`src/rtl/cache_seq_pkg.sv`:
```
// Shared constants for the cache refill sequencer: FSM state codes and
// block-geometry widths derived from the number of words per block.
package cache_seq_pkg;

  localparam int ADDR_SIZE_DEF   = 32;
  localparam int DATA_WIDTH_DEF  = 32;
  localparam int BLOCK_WORDS_DEF = 8;

  // Word-counter width and byte-offset width for the default block size.
  localparam int CNT_W    = $clog2(BLOCK_WORDS_DEF);
  localparam int OFFSET_W = CNT_W + 2;

  // FSM state encoding (IDLE must stay all-zero so the reset debug view is 0).
  localparam logic [2:0] S_IDLE        = 3'd0;
  localparam logic [2:0] S_LOOKUP      = 3'd1;
  localparam logic [2:0] S_WRITE_MEM   = 3'd2;
  localparam logic [2:0] S_REFILL_REQ  = 3'd3;
  localparam logic [2:0] S_REFILL_DATA = 3'd4;

  // Counter width for an arbitrary block size (BLOCK_WORDS is a power of two >= 2).
  function automatic int cnt_width(input int words);
    return (words > 1) ? $clog2(words) : 1;
  endfunction

endpackage

```
`src/rtl/cache_refill_sequencer_block_fill_counter.sv`:
```
// Word counter used while refilling a cache block: clear, increment with
// wrap, last-word flag and the fill address inside the current block.
module block_fill_counter
  import cache_seq_pkg::*;
#(
  parameter int ADDR_SIZE   = ADDR_SIZE_DEF,
  parameter int BLOCK_WORDS = BLOCK_WORDS_DEF
) (
  input  logic                                         clk,
  input  logic                                         rst,
  input  logic                                         clr_i,
  input  logic                                         inc_i,
  input  logic [ADDR_SIZE-cnt_width(BLOCK_WORDS)-3:0]  block_i,
  output logic [cnt_width(BLOCK_WORDS)-1:0]            cnt_o,
  output logic                                         last_o,
  output logic [ADDR_SIZE-1:0]                         fill_addr_o
);

  localparam int CW = cnt_width(BLOCK_WORDS);

  logic [CW-1:0] cnt_q;
  logic [CW-1:0] cnt_d;

  // Next count: clear wins over increment; the last word wraps back to zero.
  always_comb begin
    cnt_d = cnt_q;
    if (clr_i) begin
      cnt_d = '0;
    end else if (inc_i) begin
      cnt_d = last_o ? '0 : cnt_q + 1'b1;
    end
  end

  // Counter register with synchronous reset.
  always_ff @(posedge clk) begin
    if (rst) cnt_q <= '0;
    else     cnt_q <= cnt_d;
  end

  assign cnt_o  = cnt_q;
  assign last_o = (cnt_q == CW'(BLOCK_WORDS - 1));
  // Concatenation keeps the word index inside the block: no carry into the tag.
  assign fill_addr_o = {block_i, cnt_q, 2'b00};

endmodule

```
`src/rtl/cache_refill_sequencer.sv`:
```
// Front-end controller for the data cache: one load/store at a time, lookup,
// whole-block refill on read miss followed by a replayed lookup, and
// write-through / no-write-allocate stores.
// Handshakes: a request transfers on a cycle where valid and ready are both
// high at the rising edge; valid holds its payload stable until that cycle.
module cache_refill_sequencer
  import cache_seq_pkg::*;
#(
  parameter int ADDR_SIZE   = ADDR_SIZE_DEF,
  parameter int DATA_WIDTH  = DATA_WIDTH_DEF,
  parameter int BLOCK_WORDS = BLOCK_WORDS_DEF
) (
  input  logic                  clk,
  input  logic                  rst,
  input  logic                  cpu_req_valid,
  output logic                  cpu_req_ready,
  input  logic [ADDR_SIZE-1:0]  cpu_addr,
  input  logic                  cpu_write,
  input  logic [DATA_WIDTH-1:0] cpu_wdata,
  output logic                  cpu_resp_valid,
  output logic [DATA_WIDTH-1:0] cpu_rdata,
  output logic [ADDR_SIZE-1:0]  cache_addr,
  output logic                  cache_write_enable,
  output logic [DATA_WIDTH-1:0] cache_write_data,
  output logic                  cache_fill,
  output logic                  cache_fill_last,
  input  logic [DATA_WIDTH-1:0] cache_read_data,
  input  logic                  cache_hit,
  output logic                  mem_req_valid,
  input  logic                  mem_req_ready,
  output logic                  mem_write,
  output logic [ADDR_SIZE-1:0]  mem_addr,
  output logic [DATA_WIDTH-1:0] mem_wdata,
  input  logic                  mem_rvalid,
  input  logic [DATA_WIDTH-1:0] mem_rdata,
  output logic [2:0]            dbg_state_o
);

  localparam int CW    = cnt_width(BLOCK_WORDS);
  localparam int OFF_W = CW + 2;

  logic [2:0]            state_q, state_d;
  logic [ADDR_SIZE-1:0]  req_addr_q, req_addr_d;
  logic                  req_write_q, req_write_d;
  logic [DATA_WIDTH-1:0] req_wdata_q, req_wdata_d;

  logic                  cnt_clr, cnt_inc, cnt_last;
  logic [CW-1:0]         word_cnt;
  logic [ADDR_SIZE-1:0]  fill_addr;

  block_fill_counter #(
    .ADDR_SIZE   (ADDR_SIZE),
    .BLOCK_WORDS (BLOCK_WORDS)
  ) u_cnt (
    .clk         (clk),
    .rst         (rst),
    .clr_i       (cnt_clr),
    .inc_i       (cnt_inc),
    .block_i     (req_addr_q[ADDR_SIZE-1:OFF_W]),
    .cnt_o       (word_cnt),
    .last_o      (cnt_last),
    .fill_addr_o (fill_addr)
  );

  // Next-state logic, request latching and counter control.
  always_comb begin
    state_d     = state_q;
    req_addr_d  = req_addr_q;
    req_write_d = req_write_q;
    req_wdata_d = req_wdata_q;
    cnt_clr     = 1'b0;
    cnt_inc     = 1'b0;
    case (state_q)
      S_IDLE: begin
        if (cpu_req_valid) begin
          req_addr_d  = cpu_addr;
          req_write_d = cpu_write;
          req_wdata_d = cpu_wdata;
          state_d     = S_LOOKUP;
        end
      end
      S_LOOKUP: begin
        if (req_write_q) begin
          state_d = S_WRITE_MEM;
        end else if (cache_hit) begin
          state_d = S_IDLE;
        end else begin
          cnt_clr = 1'b1;
          state_d = S_REFILL_REQ;
        end
      end
      S_WRITE_MEM: begin
        if (mem_req_ready) state_d = S_IDLE;
      end
      S_REFILL_REQ: begin
        if (mem_req_ready) state_d = S_REFILL_DATA;
      end
      S_REFILL_DATA: begin
        if (mem_rvalid) begin
          cnt_inc = 1'b1;
          state_d = cnt_last ? S_LOOKUP : S_REFILL_REQ;
        end
      end
      default: state_d = S_IDLE;
    endcase
  end

  // Output decode from registered state and latched request; idle buses are zero.
  always_comb begin
    cpu_req_ready      = 1'b0;
    cpu_resp_valid     = 1'b0;
    cpu_rdata          = '0;
    cache_addr         = '0;
    cache_write_enable = 1'b0;
    cache_write_data   = '0;
    cache_fill         = 1'b0;
    cache_fill_last    = 1'b0;
    mem_req_valid      = 1'b0;
    mem_write          = 1'b0;
    mem_addr           = '0;
    mem_wdata          = '0;
    case (state_q)
      S_IDLE: cpu_req_ready = 1'b1;
      S_LOOKUP: begin
        cache_addr = req_addr_q;
        if (cache_hit && !req_write_q) begin
          cpu_resp_valid = 1'b1;
          cpu_rdata      = cache_read_data;
        end
        if (cache_hit && req_write_q) begin
          cache_write_enable = 1'b1;
          cache_write_data   = req_wdata_q;
        end
      end
      S_WRITE_MEM: begin
        mem_req_valid  = 1'b1;
        mem_write      = 1'b1;
        mem_addr       = req_addr_q;
        mem_wdata      = req_wdata_q;
        cpu_resp_valid = mem_req_ready;
      end
      S_REFILL_REQ: begin
        mem_req_valid = 1'b1;
        mem_addr      = fill_addr;
      end
      S_REFILL_DATA: begin
        cache_addr = fill_addr;
        if (mem_rvalid) begin
          cache_write_enable = 1'b1;
          cache_fill         = 1'b1;
          cache_write_data   = mem_rdata;
          cache_fill_last    = cnt_last;
        end
      end
      default: ;
    endcase
  end

  // State and request registers with synchronous reset.
  always_ff @(posedge clk) begin
    if (rst) begin
      state_q     <= S_IDLE;
      req_addr_q  <= '0;
      req_write_q <= 1'b0;
      req_wdata_q <= '0;
    end else begin
      state_q     <= state_d;
      req_addr_q  <= req_addr_d;
      req_write_q <= req_write_d;
      req_wdata_q <= req_wdata_d;
    end
  end

  assign dbg_state_o = state_q;

endmodule

```
`config.mk`:
```
export PLATFORM = sky130hd
export DESIGN_NAME = cache_refill_sequencer
export DESIGN_NICKNAME = d
export VERILOG_FILES = /design/src/rtl/cache_seq_pkg.sv /design/src/rtl/cache_refill_sequencer_block_fill_counter.sv /design/src/rtl/cache_refill_sequencer.sv
export SDC_FILE = /design/constraint.sdc
export NUM_CORES = 1
export LEC_CHECK = 0
export CAP_MARGIN = 20
export CORE_MARGIN = 2
export CORE_UTILIZATION = 30
export CTS_CLUSTER_DIAMETER = 150
export DETAILED_ROUTE_END_ITERATION = 8
export GPL_TIMING_DRIVEN = 0
export PLACE_DENSITY_LB_ADDON = 0.25
export SLEW_MARGIN = 20
export SYNTH_ARGS = -nofsm -noshare
export SYNTH_HDL_FRONTEND = slang
export SYNTH_SLANG_ARGS = --single-unit
```
`constraint.sdc`:
```
create_clock -name clk -period 1.6 [get_ports clk]
set_input_delay 0.32 -clock clk [delete_from_list [all_inputs] [get_ports clk]]
set_output_delay 0.32 -clock clk [all_outputs]
set_load 0.01 [all_outputs]
```
==> results by group, run 1 <==
Run status
  – Status: complete, but fails checks
  – Failing checks: negative setup slack

Finish
  – Antenna diodes: 0
  – Fillers: 776
  – Area of the multi-input gates: 0.00315 mm²
  – Share of cells above drive strength 1: around 58%
  – Register Area: approximately 0.0014 mm²
  – Post-route insts no fill: about 1100
  – Util after Layout: about four fifths
  – Area grow syn2layout: 157%
  – Fin nets: 1079

Global route
  – Gr busiest metal: met2
  – Vias in the first global route: 5531
  – Total GRT Usage: roughly 28%
  – First-pass GRT wire length: between 30 and 40 mm
  – Initial antenna violation count: 0
  – Met3 Track Usage GR: roughly 6.5%
  – GRT Residual Overflow: 0
  – Met2 Usage GRT: slightly above 50%
  – Largest net degree at the start of global routing: 14
  – Global Route met1 Usage: 31.7%

Power
  – Cell Pwr Density: 878 mW/mm²
  – Leakage: about 4.6 nW
  – Peak VDD IR: between 0.0005 and 0.0006 V

Synthesis
  – Seq/Total Area, Yosys: 36.8%
  – Yosys reg bits: about 70
  – Netlist cell types: 28
  – Netlist Area Pre-Place: about 0.0039 mm²
  – Mean Syn Cell Area: 7.39 µm²
  – Mapped Nets: roughly 660
  – Post-synth top area cell: dfxtp_1
  – Yosys top cell area share: a little under two fifths
  – Synth area leaders: dfxtp_1 37%, and2_1 15%, nand2_1 13%
  – Cells after synthesis: around 520
  – YS warnings: 0

Clock tree
  – TritonCTS buffer count: 9
  – Cts hold-fix bufs: 0
  – Clock Root Buffer: clkbuf_16
  – Clock transition at path regs: approximately 60 ps
  – CTS sink cnt: 71
  – Clk buf depth: 2
  – CTS tree: yes
  – H-tree levels: 3
  – Clk_lat worst skew: ~330 ps

Critical path
  – Crit start category: register
  – R2r startpoint: dbg_state_o[2]
  – Reg2Reg Setup Slack: -320 ps
  – R2R depth: 9
  – Crit path capture type: primary output
  – Worst Path Required: between 1000 and 1500 ps
  – CP arrival: 1890 ps
  – Crit-path max FO: 5
  – RR Endpoint: dbg_state_o[0]
  – Critical path class: reg2out

Placement
  – Post-DP HPWL: approximately 13 mm
  – Placed cells: between 900 and 1000
  – Port Buffer Count: 303
  – Placer Congestion: about 0.86

Floorplan
  – Initial Util: a little under a third
  – I/O pins: roughly 310
  – Core Area: between 0.01 and 0.015 mm²
  – Die area: around 0.014 mm²
  – Site Rows: 41
  – Die Ht: ~120 µm
  – Die X: 117 µm

Worst hold path
  – WHS Path Cells: 2
  – WHS Endpoint: req_addr_q[13]
  – Critical hold path startpoint: req_addr_q[13]
  – Hold crit path type: reg2reg

Timing
  – Slew HR: between 40 and 50%
  – Final period utilization: 138%
  – F_max: ~450 MHz
  – Slew @ Worst Pin: around 750 ps
  – Worst Skew: 4.76 ps
  – Max Slew Vio Count: 0
  – Setup TNS Final: -92740 ps
  – Fin. Hold Viols: 0
  – Final min period: about 2200 ps
  – Final Setup Violations: around 240
  – RSZ-0062 raised after global routing: yes
  – Slack of the critical path: -613 ps

Drt
  – Wire per inst: around 21 µm
  – Vias: about 5700
  – DR vias/cell: 5.10
  – Remaining antenna violation count: 0
  – Final WL: around 23 mm
  – First-pass iteration count of the detailed router: 4
  – Detailed Route Iter0 Violations: ~320
  – # DRC: 0

Job
  – Number of max-cap violations: 0
==> worst max-delay path: stages (launching register included) <==
cell and delay [ps]:
dfxtp_2 330, buf_6 120, nand2b_4 160, nor2_4 150, buf_4 130, buf_8 120
buf_6 120, and3_1 190, clkdlybuf4s15_2 230
==> cell usage in the layout, fill, tap and decap left out, types with 14 or more instances in the layout <==
| master | instances |
|---|---|
| buf_6 | 133 |
| clkdlybuf4s50_1 | 133 |
| buf_2 | 75 |
| and2_4 | 74 |
| nand2_1 | 74 |
| dfxtp_1 | 68 |
| a21oi_2 | 46 |
| nand2_4 | 43 |
| buf_4 | 35 |
| buf_8 | 32 |
| a22o_1 | 32 |
| clkbuf_16 | 28 |
| a21oi_1 | 22 |
| and3_1 | 20 |
| and3_4 | 16 |
| and2_1 | 16 |
| nand2_2 | 14 |
==> worst max path at each step <==
stage                         from                   end  slack (ps)  cells after the start
floorplan           dbg_state_o[2]  cache_write_data[10]         -40                      7
global placement         cache_hit         cpu_rdata[25]       -1040                      5
detailed placement       cache_hit         cpu_rdata[18]       -1060                      5
CTS                 dbg_state_o[2]  cache_write_data[12]        -550                      8
global route        dbg_state_o[2]  cache_write_data[10]        -640                      8
finish              dbg_state_o[2]          cpu_rdata[4]        -610                      8
==> synthesized netlist by cell type, drive strengths merged <==
cell	instances
o211ai	1
nand2b	3
and2	90
dfxtp	71
o22ai	1
a21oi	69
or4	1
nor2b	3
ha	2
inv	2
nor3	3
clkbuf	28
nand3	1
a21o	1
or2	1
nor2	13
and3	36
buf	18
a22o	33
a22oi	3
or3	1
or4b	1
nand2	132
mux2i	7
and2b	1
==> flip-flops by register name, summed over array words and instances, names as in the netlist <==
register,cells
u_cnt.cnt_o,3
req_write_q,1
dbg_state_o,3
req_addr_q,32
req_wdata_q,32
==> metal layers <==
metal  share of wire [%]  vias up  wire length (µm)
li1                    -     2592                 -
met1                  38     2758              8670
met2                  52      286             11900
met3                 6.5       66              1500
met4                 3.8        0               869
met5                   0        -                 0
==> per-stage QoR <==
stage / total power [mW] / setup slack (ps) / hold WS, ps / cell area [µm²]
after floorplan: 3.11 / -42.4 / 440 / 3940
after global placement: 4.15 / -1040 / 448 / 7180
after detailed placement: 4.22 / -1060 / 457 / 7180
after CTS: 7.03 / -545 / 471 / 8330
after global routing: 9.00 / -642 / 490 / 9900
final: 8.69 / -613 / 471 / 9900
==> power breakdown <==
part	internal, mW	switching, mW
combinational	2.58	1.87
sequential	1.97	0.251
clock	1.21	0.806
==> cells by family after synthesis <==
family / Yosys count / share of synthesized area [%]
compound gates: 108 / 17.7
fa+ha+maj: 2 / 0.648
buf+inv: 48 / 5.58
flops: 71 / 36.8
mux: 7 / 1.82
simple gates: 286 / 37.4
==> layout make-up <==
type,instances,area share (%)
plain buffers,45,5.82
clock buffers,9,2.27
clock inverters,7,0.733
well taps,172,2.17
multi-input cells,403,31.8
flip-flops and latches,71,14.4
inverters,2,0.227
repair buffers,410,42.5
==> repair_timing <==
| action | in CTS | in global routing |
|---|---|---|
| pin swaps | 56 | 54 |
| setup buffers | 46 | 34 |
| cloned | 13 | 19 |
| endpoints found under the setup margin | 210 | 233 |
| hold endpoints to repair | 0 | 0 |
| resized for setup | 868 | 349 |
(Power assumes the default switching activity.)
==> inputs of run 2 (changes only) <==
SLEW_MARGIN = 30   (was 20)
==> results of run 2 <==
The final DEF is identical to that of run 1; final timing and power are the same.
==> patch: new RTL, flow settings as in run 1 <==
Change the package constant `BLOCK_WORDS_DEF` from 8 to 4.
--- a/src/rtl/cache_seq_pkg.sv
+++ b/src/rtl/cache_seq_pkg.sv
@@ -6,3 +6,3 @@
   localparam int DATA_WIDTH_DEF  = 32;
-  localparam int BLOCK_WORDS_DEF = 8;
+  localparam int BLOCK_WORDS_DEF = 4;
 
Check against the original RTL: not equivalent (Yosys sat finds a counterexample within 4 cycles, from zero or initial values and one cycle with rst high).
==> patch against run 1 <==
- combinational power fell by 23%
- sequential power fell by 4%
- highest routed layer unchanged
- wire length fell by 17%
- area after synthesis fell by 0.75%
- die area fell by 0.71%
- final area fell by 13%
- first-iteration DRC count fell by 20%
- the flow still finishes with violations (negative setup slack)
- sequential cell count fell by 1
- count of clock-buffer cells in the layout rose by 3
- critical path type unchanged
- non-clock buffer count fell by 43
- power fell by 16%
- worst setup slack improved by 130 ps
==> patch: results (changes against run 1) <==
Route
  • Vias: 5,227 (was 5,702)
  • DRT Wirelength: 19.08 mm (was 22.99 mm)
  • DRT iter0 DRCs: 253 (was 318)
  • Amount of wire on met3 after detailed routing: 1.747 mm (was 1.500 mm)
  • Post-route met1 wirelength: 7.042 mm (was 8.673 mm)
  • Routed length per instance: 17.80 um (was 20.54 um)

Run status
  • Run status: finished with violations (unchanged)
  • Violated checks: negative setup slack (unchanged)

STA
  • Relative slew margins: 50.14% (was 49.90%)
  • Final setup slack of the worst path: -483.3 ps (was -612.9 ps)
  • Final setup viols: 224 (was 235)
  • Fin Clk Skew: 8.495 ps (was 4.757 ps)
  • Final critical delay including setup and external delays: 2083 ps (was 2213 ps)

Setup path
  • Biggest fanout along the worst timing path: 6 (was 5)
  • Data arrival, critical path: 1760 ps (was 1890 ps)
  • End point of the critical path: cpu_rdata[1] (was cpu_rdata[4])
  • Worst setup slack for register-to-register paths: -170 ps (was -320 ps)
  • Cell depth of the worst flop-to-flop path: 7 (was 9)

Global route
  • All-layer global routing usage: 24.55% (was 27.86%)
  • Pin count of the biggest net entering global routing: 12 (was 14)
  • Routing usage on met1: 25.74% (was 31.65%)
  • Antenna violations before repair: 1 (was 0)
  • Met3 Usage GRT: 8.342% (was 6.518%)
  • Number of global-route vias before repair: 5,026 (was 5,531)
  • First-pass GRT wire length: 25.90 mm (was 30.44 mm)
  • Met2 usage: 45.51% (was 50.62%)

Synth
  • Sequential fraction of the synthesis area: 36.59% (was 36.84%)
  • Number of instances in the synthesized netlist: 516 (was 522)
  • Post-synthesis register bit count: 70 (was 71)
  • Synthesized Nets: 652 (was 659)
  • Cell types occupying the most area after synthesis: sky130_fd_sc_hd__dfxtp_1 (37%), sky130_fd_sc_hd__and2_1 (15%), sky130_fd_sc_hd__nand2_1 (13%), sky130_fd_sc_hd__a21oi_1 (9.0%), sky130_fd_sc_hd__a22o_1 (7.5%) (was sky130_fd_sc_hd__dfxtp_1 (37%), sky130_fd_sc_hd__and2_1 (15%), sky130_fd_sc_hd__nand2_1 (13%), sky130_fd_sc_hd__a21oi_1 (8.9%), sky130_fd_sc_hd__a22o_1 (7.5%))

Pwr
  • Internal power consumption: 4.966 mW (was 5.760 mW)

Placed design
  • Placed instance count: 991 (was 997)
  • Detailed Place HPWL: 12.70 mm (was 13.36 mm)

Cells and area
  • Share of layout cells above drive strength 1: 45.38% (was 57.66%)

Min path
  • Beginning of the worst hold path: req_wdata_q[21] (was req_addr_q[13])
patch: changes by cell type in the layout (fill, tap and decap cells not counted), moves of 11 or more:
cell,before,now
sky130_fd_sc_hd__a21oi_1,22,48
sky130_fd_sc_hd__a21oi_2,46,21
sky130_fd_sc_hd__and2_1,16,30
sky130_fd_sc_hd__and2_4,74,62
sky130_fd_sc_hd__buf_6,133,97
sky130_fd_sc_hd__clkbuf_16,28,17
sky130_fd_sc_hd__clkbuf_2,2,21
sky130_fd_sc_hd__nand2_1,74,119
sky130_fd_sc_hd__nand2_4,43,2
patch: power by group through the flow:
stage	combinational (mW)	sequential, mW	clock, mW
6_report	3.42	2.14	1.77
2_1_floorplan	1.02	2.09	0
3_3_place_gp	2.00	2.13	0
5_1_grt	3.63	2.16	1.87
4_1_cts	2.55	2.12	1.78
3_5_place_dp	2.06	2.14	0
patch: cell families after synthesis:
family                   count (synthesis)  synth area share [%]
AND/OR/NAND/NOR                        284                 37.80
buffers and inverters                   49                 6.305
AO/OA/AOI/OAI                          107                 17.67
multiplexers                             5                 1.307
adder cells (fa/ha/maj)                  1                0.3266
flip-flops                              70                 36.59
patch: critical path: stages, from the launching register on:
cell and delay (ps):
sky130_fd_sc_hd__dfxtp_2 330, sky130_fd_sc_hd__buf_8 120, sky130_fd_sc_hd__nand2b_4 160, sky130_fd_sc_hd__nor2_4 130, sky130_fd_sc_hd__buf_4 130, sky130_fd_sc_hd__buf_8 130, sky130_fd_sc_hd__buf_6 110, sky130_fd_sc_hd__and3_1 180
sky130_fd_sc_hd__buf_2 150
patch: layout make-up:
cell class	instances	area (um2)
antenna	1	2.502
buffer	46	534.3
clock buffer	12	236.5
clock inverter	4	23.77
fill	1035	3944
inverter	2	12.51
multi-input combinational	399	2615
sequential	70	1410
tap	172	215.2
timing repair buffer	366	3523
patch: worst min path at each step:
stage,end,slack [ps],cells past startpoint
after CTS,req_wdata_q[21],460,2
after floorplan,req_addr_q[11],440,2
after global placement,req_addr_q[6],450,2
after global routing,req_wdata_q[14],490,2
final,req_wdata_q[21],480,2
after detailed placement,req_wdata_q[21],460,2
patch: stage by stage:
stage / TNS, ps / power, mW / cell area, um2 / worst slack (ps) / hold slack [ps]
6_report: -66430 / 7.325 / 8573 / -483.3 / 475.2
5_1_grt: -78910 / 7.656 / 8573 / -536.7 / 493.2
4_1_cts: -73640 / 6.449 / 7711 / -548.2 / 464.7
3_5_place_dp: -141250 / 4.195 / 7134 / -1066 / 457.4
3_3_place_gp: -136160 / 4.133 / 7134 / -1025 / 449.7
2_1_floorplan: -1225 / 3.103 / 3886 / -40.75 / 440.1
patch: repair_timing:
item / in CTS / in global routing
gates cloned: 12 / 9
buffers inserted: 24 / 27
endpoints found under the setup margin: 202 / 233
resized for setup: 697 / 304
pin swaps: 24 / 29
hold buffers: 0 / 0
